===== config.mk =====
export PLATFORM = sky130hd
export DESIGN_NAME = pc_stack_seq
export DESIGN_NICKNAME = d
export VERILOG_FILES = /design/src/rtl/pc_stack_seq.sv
export SDC_FILE = /design/constraint.sdc
export NUM_CORES = 1
export LEC_CHECK = 0
export ABC_AREA = 0
export CAP_MARGIN = 10
export CELL_PAD_IN_SITES_DETAIL_PLACEMENT = 0
export CELL_PAD_IN_SITES_GLOBAL_PLACEMENT = 1
export CORE_ASPECT_RATIO = 1.4
export CORE_MARGIN = 2
export CORE_UTILIZATION = 38
export CTS_CLUSTER_DIAMETER = 40
export DETAILED_ROUTE_END_ITERATION = 12
export HOLD_SLACK_MARGIN = 0.12
export PLACE_DENSITY_LB_ADDON = 0.3
export SETUP_SLACK_MARGIN = 0.02
export SKIP_CTS_REPAIR_TIMING = 1
export SYNTH_ARGS = -nofsm -noshare
export SYNTH_HDL_FRONTEND = slang
export SYNTH_SLANG_ARGS = --single-unit

===== constraint.sdc =====
create_clock -name clk -period 1.9 [get_ports clk]
set_clock_uncertainty 0.15 [all_clocks]
set_input_delay 0.38 -clock clk [delete_from_list [all_inputs] [get_ports clk]]
set_output_delay 0.38 -clock clk [all_outputs]
set_load 0.05 [all_outputs]

===== src/rtl/pc_stack_seq.sv =====
// rtl/pc_stack_seq.sv - program counter with hardware return-address stack
module pc_stack_seq #(
   parameter int ADDR_W      = 6,
   parameter int STACK_DEPTH = 4,
   localparam int SP_W       = $clog2(STACK_DEPTH + 1)
) (
   input  logic              clk,
   input  logic              rst,
   input  logic              ce,
   input  logic              clear_pc,
   input  logic              ret,
   input  logic              call,
   input  logic              load_pc,
   input  logic              branch_c,
   input  logic              carry,
   input  logic              enable_pc,
   input  logic [ADDR_W-1:0] adr_in,
   output logic [ADDR_W-1:0] adr_out,
   output logic [SP_W-1:0]   sp_level,
   output logic              stack_full,
   output logic              stack_empty,
   output logic              stack_fault
);

   logic [ADDR_W-1:0] stack_mem [STACK_DEPTH];
   logic [ADDR_W-1:0] pc_inc;
   logic [ADDR_W-1:0] stack_top;
   logic [ADDR_W-1:0] next_pc;
   logic [SP_W-1:0]   next_sp;
   logic              next_fault;
   logic              do_push;

   assign pc_inc      = adr_out + ADDR_W'(1);
   assign stack_full  = (sp_level == SP_W'(STACK_DEPTH));
   assign stack_empty = (sp_level == '0);

   // Entry just below the occupancy count is the most recent return address.
   always_comb begin
      stack_top = stack_mem[0];
      for (int i = 0; i < STACK_DEPTH; i++) begin
         if (sp_level == SP_W'(i + 1)) stack_top = stack_mem[i];
      end
   end

   always_comb begin
      next_pc    = adr_out;
      next_sp    = sp_level;
      next_fault = stack_fault;
      do_push    = 1'b0;
      if (clear_pc) begin
         next_pc    = '0;
         next_sp    = '0;
         next_fault = 1'b0;
      end else if (ret) begin
         if (stack_empty) begin
            next_fault = 1'b1;
         end else begin
            next_pc = stack_top;
            next_sp = sp_level - SP_W'(1);
         end
      end else if (call) begin
         if (stack_full) begin
            next_fault = 1'b1;
         end else begin
            do_push = 1'b1;
            next_pc = adr_in;
            next_sp = sp_level + SP_W'(1);
         end
      end else if (load_pc) begin
         next_pc = adr_in;
      end else if (branch_c) begin
         next_pc = carry ? adr_in : pc_inc;
      end else if (enable_pc) begin
         next_pc = pc_inc;
      end
   end

   always_ff @(posedge clk or posedge rst) begin
      if (rst) begin
         adr_out     <= '0;
         sp_level    <= '0;
         stack_fault <= 1'b0;
      end else if (ce) begin
         adr_out     <= next_pc;
         sp_level    <= next_sp;
         stack_fault <= next_fault;
      end
   end

   // Entry storage needs no reset: slots at or above sp_level are never read.
   always_ff @(posedge clk) begin
      if (ce && do_push) begin
         for (int i = 0; i < STACK_DEPTH; i++) begin
            if (sp_level == SP_W'(i)) stack_mem[i] <= pc_inc;
         end
      end
   end

endmodule


==> results.sh, run 1 <==
export IMPL_crit_type="reg -> out"
export IMPL_first_pass_iters=4
export IMPL_wl_mm=5.142
export IMPL_grtUsageMet1=0.2126
export IMPL_antenna_found_initial=0
export IMPL_critical_path_required_ps=1370
export IMPL_cts_tree="done"
export IMPL_power_density_mw_per_mm2=1359
export IMPL_place_congestion=0.8566
export IMPL_finalCritPeriodShare=1.008
export IMPL_numCtsBuffers=5
export IMPL_syn_area_mm2=0.001872
export IMPL_start_util=0.3896
export IMPL_syn_num_nets=189
export IMPL_place_ws_ps=-328.2
export IMPL_clock_latency_ps=290
export IMPL_core_mm2=0.004805
export IMPL_finalSetupTns_ps=-28.52
export IMPL_ir_drop_mv=1.363
export IMPL_htree_levels=2
export IMPL_met3_usage=0.03364
export IMPL_r2r_setup_slack_ps=0
export IMPL_setup_viol=2
export IMPL_grt_overflow_total=0
export IMPL_cts_buffer_depth=2
export IMPL_ys_seq_area_frac=0.5187
export IMPL_maxSlewViolCount=0
export IMPL_synth_ff_type="edfxtp_1"
export IMPL_area_growth_pct=50.27
export IMPL_fin_crit_ps=1915
export IMPL_hpwl_mm=3.959
export IMPL_tightest_slew_ps=428.1
export IMPL_grt_max_degree=13
export IMPL_finalWorstSetupSlack_ps=-15.35
export IMPL_grt_pass1_wl_mm=8.100
export IMPL_ioPinCount=28
export IMPL_drive_gt1_frac=0.4249
export IMPL_synth_edf_count=24
export IMPL_clock_root_buffer="clkbuf_8"
export IMPL_top_usage_layer="met2"
export IMPL_leakagePower_nw=1.170
export IMPL_synth_seq_cells=34
export IMPL_die_w_um=63.32
export IMPL_ant_nets=0
export IMPL_crit_fanout=6
export IMPL_final_net_count=255
export IMPL_violations="setup timing"
export IMPL_portBuffers=27
export IMPL_syn_area_per_cell_um2=11.28
export IMPL_num_rows=30
export IMPL_synthCells=166
export IMPL_route_detailed_drc=0
export IMPL_maxCapViolCount=0
export IMPL_avgViaCountPerCell=5.303
export IMPL_dr_total_vias=1575
export IMPL_worstSetupEndpointType="output port"
export IMPL_final_common_cell="buf_4"
export IMPL_ys_types=51
export IMPL_fmax_ghz=0.5221
export IMPL_hold_path_class="in -> async"
export IMPL_cts_sinks=34
export IMPL_drt_iter0_drc=47
export IMPL_hold_viol_final=0
export IMPL_dieArea_mm2=0.005511
export IMPL_worstSetupStartpointType="register"
export IMPL_diodes=0
export IMPL_die_h_um=87.04
export IMPL_max_slew_margin=0.7136
export IMPL_gr_usage_all_layers=0.1939
export IMPL_clk_pin_slew_ps=70
export IMPL_rsz0062_at_grt="true"
export IMPL_critPathArrivalTime_ps=1390
export IMPL_status="finished, violations left"
export IMPL_grt_pass1_vias=1674
export IMPL_synthArstFlopShare=0.2941
export IMPL_mostFrequentLayoutCells="buf_4, edfxtp_1, clkdlybuf4s50_1, nor2_1, dfrtp_1"
export IMPL_wl_per_cell_um=17.31
export IMPL_use_met2=0.3685
export IMPL_yosys_warnings=0
## per-layer routing
layer | vias to the layer above | share of wire
met5 | - | 0
met4 | 0 | 0.021
met3 | 10 | 0.034
met2 | 41 | 0.54
met1 | 764 | 0.41
li1 | 760 | -
## sequential cells by signal, summed over array words and instances (netlist names)
name         cells
stack_mem       24
sp_level         3
adr_out          6
stack_fault      1
## worst max-delay path, cell delays in order, from the launching register on
cell	delay, ps
dfrtp_2	460
inv_4	100
ha_4	180
nand2_2	110
inv_4	110
buf_12	140
## per-stage QoR
| stage | util | instances | hold WS (ps) | cell area [um^2] | power (mW) |
|---|---|---|---|---|---|
| 6_report | 0.5854 | 297 | 233.0 | 2813 | 3.823 |
| 5_1_grt | 0.5854 | 297 | 283.4 | 2813 | 3.989 |
| 4_1_cts | 0.5430 | 291 | 244.8 | 2609 | 3.581 |
| 3_5_place_dp | 0.5143 | 283 | 392.2 | 2471 | 2.766 |
| 3_3_place_gp | 0.5143 | 283 | 366.3 | 2471 | 2.722 |
| 2_1_floorplan | - | 166 | 69.98 | 1922 | 2.090 |
## area by class of cell
cell class / instances / area, um^2
fillers: 433 / 1992
multi-input cells: 114 / 979.7
flip-flops and latches: 34 / 974.7
repair buffers: 66 / 589.3
well taps: 64 / 80.08
clock buffers: 5 / 68.82
clock inverters: 3 / 68.82
inverters: 11 / 51.30
## synth_stat cells (3+ instances only)
cell type  count  area share
nor3_1         5       0.013
xor2_1         4       0.019
nand3_1        3      0.0080
buf_2          6       0.016
o21a_1         3       0.012
edfxtp_1      24        0.39
inv_1         10       0.020
a31oi_1        4       0.013
a21oi_1        4       0.011
nand2b_1       5       0.017
mux2i_1        4       0.021
nand2_1        6       0.012
ha_1           7       0.047
nor2_1        15       0.030
o21ai_0        7       0.019
and3_1         4       0.013
dfrtp_1       10        0.13
## report_power, final
group | internal (mW) | leakage [nW] | switching (mW)
registers | 0.958 | 0.338 | 0.128
clock network | 0.526 | 0.0683 | 0.290
logic | 0.840 | 0.763 | 1.08
total | 2.32 | 1.17 | 1.50
## path summary, 6_finish.rpt
check,startpoint,end,depth (start not counted)
worst max-delay path,sp_level[0],stack_full,5
worst min-delay path,rst,adr_out[4],2
worst max register to register,sp_level[0],adr_out[2],7
worst min register to register,stack_fault,stack_fault,2
max in group asynchronous,rst,sp_level[1],2
min in group clk,stack_fault,stack_fault,2
## logic make-up after synthesis
logic type,Yosys count,share of synthesized area
XOR/XNOR,6,0.02807
AO/OA/AOI/OAI,45,0.1912
AND/OR/NAND/NOR,51,0.1477
buffers and inverters,18,0.04011
flip-flops,34,0.5187
adder cells (fa/ha/maj),7,0.04679
multiplexers,5,0.02741
Note: power is estimated with default switching activity, not from simulation.
==> run 2: changes to the inputs <==
Settings changed: SETUP_SLACK_MARGIN 0.02 to unset.
==> run 2 against run 1 <==
The flow now finishes without violations. Via count increased by 0.32%. Sequential cell count unchanged. Critical path type is now reg -> reg. First-iteration DRC count increased by 21%. Largest power group unchanged. Highest routed layer unchanged. Clock-buffer cell count unchanged.
==> results.sh, run 2 (synthesis gave the netlist of run 1 again) <==
export IMPL_rsz0062_at_grt="true"
export IMPL_diodes=0
export IMPL_ioPinCount=28
export IMPL_dieArea_mm2=0.005511
export IMPL_cts_sinks=34
export IMPL_maxCapViolCount=0
export IMPL_finalCritPeriodShare=0.9866
export IMPL_setup_viol=0
export IMPL_grt_pass1_wl_mm=7.714
export IMPL_grt_pass1_vias=1652
export IMPL_antenna_found_initial=0
export IMPL_clk_pin_slew_ps=80
export IMPL_slowest_stage="dfrtp_2"
export IMPL_reg_largest_list="stack_mem: 24 flops, adr_out: 6 flops, sp_level: 3 flops"
export IMPL_wl_per_cell_um=17.07
export IMPL_critPathArrivalTime_ps=1910
export IMPL_crit_fanout=4
export IMPL_grt_overflow_total=0
export IMPL_grt_max_degree=13
export IMPL_cts_buffer_depth=2
export IMPL_first_pass_iters=4
export IMPL_largest_reg_flops=24
export IMPL_dr_total_vias=1580
export IMPL_crit_type="reg -> reg"
export IMPL_final_net_count=252
export IMPL_hold_viol_final=0
export IMPL_die_w_um=63.32
export IMPL_r2r_setup_slack_ps=30
export IMPL_status="complete, no violations"
export IMPL_htree_levels=2
export IMPL_num_rows=30
export IMPL_route_detailed_drc=0
export IMPL_die_h_um=87.04
export IMPL_ir_drop_mv=1.121
export IMPL_top_register="stack_mem"
export IMPL_max_slew_margin=0.6938
export IMPL_numCtsBuffers=5
export IMPL_cpPeakStageDelay_ps=460
export IMPL_wl_mm=5.020
export IMPL_clock_latency_ps=290
export IMPL_cts_tree="done"
export IMPL_placed_area_mm2=0.002499
export IMPL_drt_iter0_drc=57
export IMPL_critPathBufInv=1
export IMPL_gr_usage_all_layers=0.1862
export IMPL_dp_cells=278
export IMPL_maxSlewViolCount=0
export IMPL_final_common_cell="buf_4"
export IMPL_leakagePower_nw=1.169
export IMPL_ant_nets=0
export IMPL_worstPathCellList="buf_6 > ha_4 > and3b_1 > a211o_1 > a32o_2 > a21o_1"
export IMPL_fin_cells=294
export IMPL_critical_path_required_ps=1940
export IMPL_mostFrequentLayoutCells="buf_4, edfxtp_1, nor2_1, clkdlybuf4s50_1"
export IMPL_fin_crit_ps=1874
export IMPL_portBuffers=27
export IMPL_cpLargestDelayFamily="compound AO/OA/AOI/OAI gates"
export IMPL_clock_root_buffer="clkbuf_8"
export IMPL_worstSetupEndpointType="register"
export IMPL_final_cell_area_mm2=0.002775
export IMPL_tightest_slew_ps=458.8
export IMPL_core_mm2=0.004805
export IMPL_place_congestion=0.8801
export IMPL_start_util=0.3896
export IMPL_hold_path_class="in -> async"
export IMPL_drive_gt1_frac=0.3826
export IMPL_worstSetupStartpointType="register"
export IMPL_hpwl_mm=3.821
export IMPL_avgViaCountPerCell=5.374
export IMPL_area_growth_pct=48.26
export IMPL_power_density_mw_per_mm2=1390
export IMPL_fmax_ghz=0.5335
run 2: cell count changes in the layout (fill, tap and decap cells not counted), moves of 2 or more:
cell,change
buf_12,+3
nor2_1,+3
nor2_4,-3
buf_4,-6
o21ai_0,+2
run 2: final timing paths:
path | startpoint | end | cells past startpoint
min in group clk | stack_fault | stack_fault | 2
setup reg to reg | sp_level[1] | adr_out[0] | 6
hold reg to reg | stack_fault | stack_fault | 2
hold / removal | rst | stack_fault | 2
max in group asynchronous | rst | sp_level[1] | 2
setup / recovery | sp_level[1] | adr_out[0] | 6
run 2: report_power, final:
part           switching [mW]  total, mW  internal, mW
clock network           0.283      0.809         0.526
registers               0.143       1.10         0.958
logic                    1.05       1.95         0.895
run 2: layer usage:
layer | share of wire | wire, um | vias to the layer above | track usage
met5 | 0 | 0 | - | 0
met4 | 0.018 | 92 | 0 | 0.06917
met3 | 0.029 | 144 | 11 | 0.03364
met2 | 0.56 | 2810 | 33 | 0.3578
met1 | 0.39 | 1973 | 779 | 0.2020
li1 | - | - | 757 | -
run 2: per-stage QoR:
stage               setup TNS (ps)  utilization  worst slack, ps  power [mW]  hold WS [ps]
floorplan                   -212.3            -           -69.55       2.132         69.98
CTS                         -391.7       0.5487           -66.96       3.645         258.4
global placement             -8074       0.5201           -295.0       2.812         369.5
global route                -105.9       0.5776           -36.46       4.046         307.2
finish                           0       0.5776            25.51       3.858         237.2
detailed placement           -8954       0.5201           -342.9       2.837         383.2
run 2: area by class of cell:
class,count,area [um^2]
fillers,448,2029
flip-flops and latches,34,974.7
multi-input cells,114,927.1
repair buffers,63,604.3
well taps,64,80.08
clock buffers,5,68.82
clock inverters,3,68.82
inverters,11,51.30
run 2: worst reg2reg max path, stage by stage, from the launching register on:
cell and delay, ps:
dfrtp_2 460, buf_6 140, ha_4 160, and3b_1 160, a211o_1 280, a32o_2 270, a21o_1 160
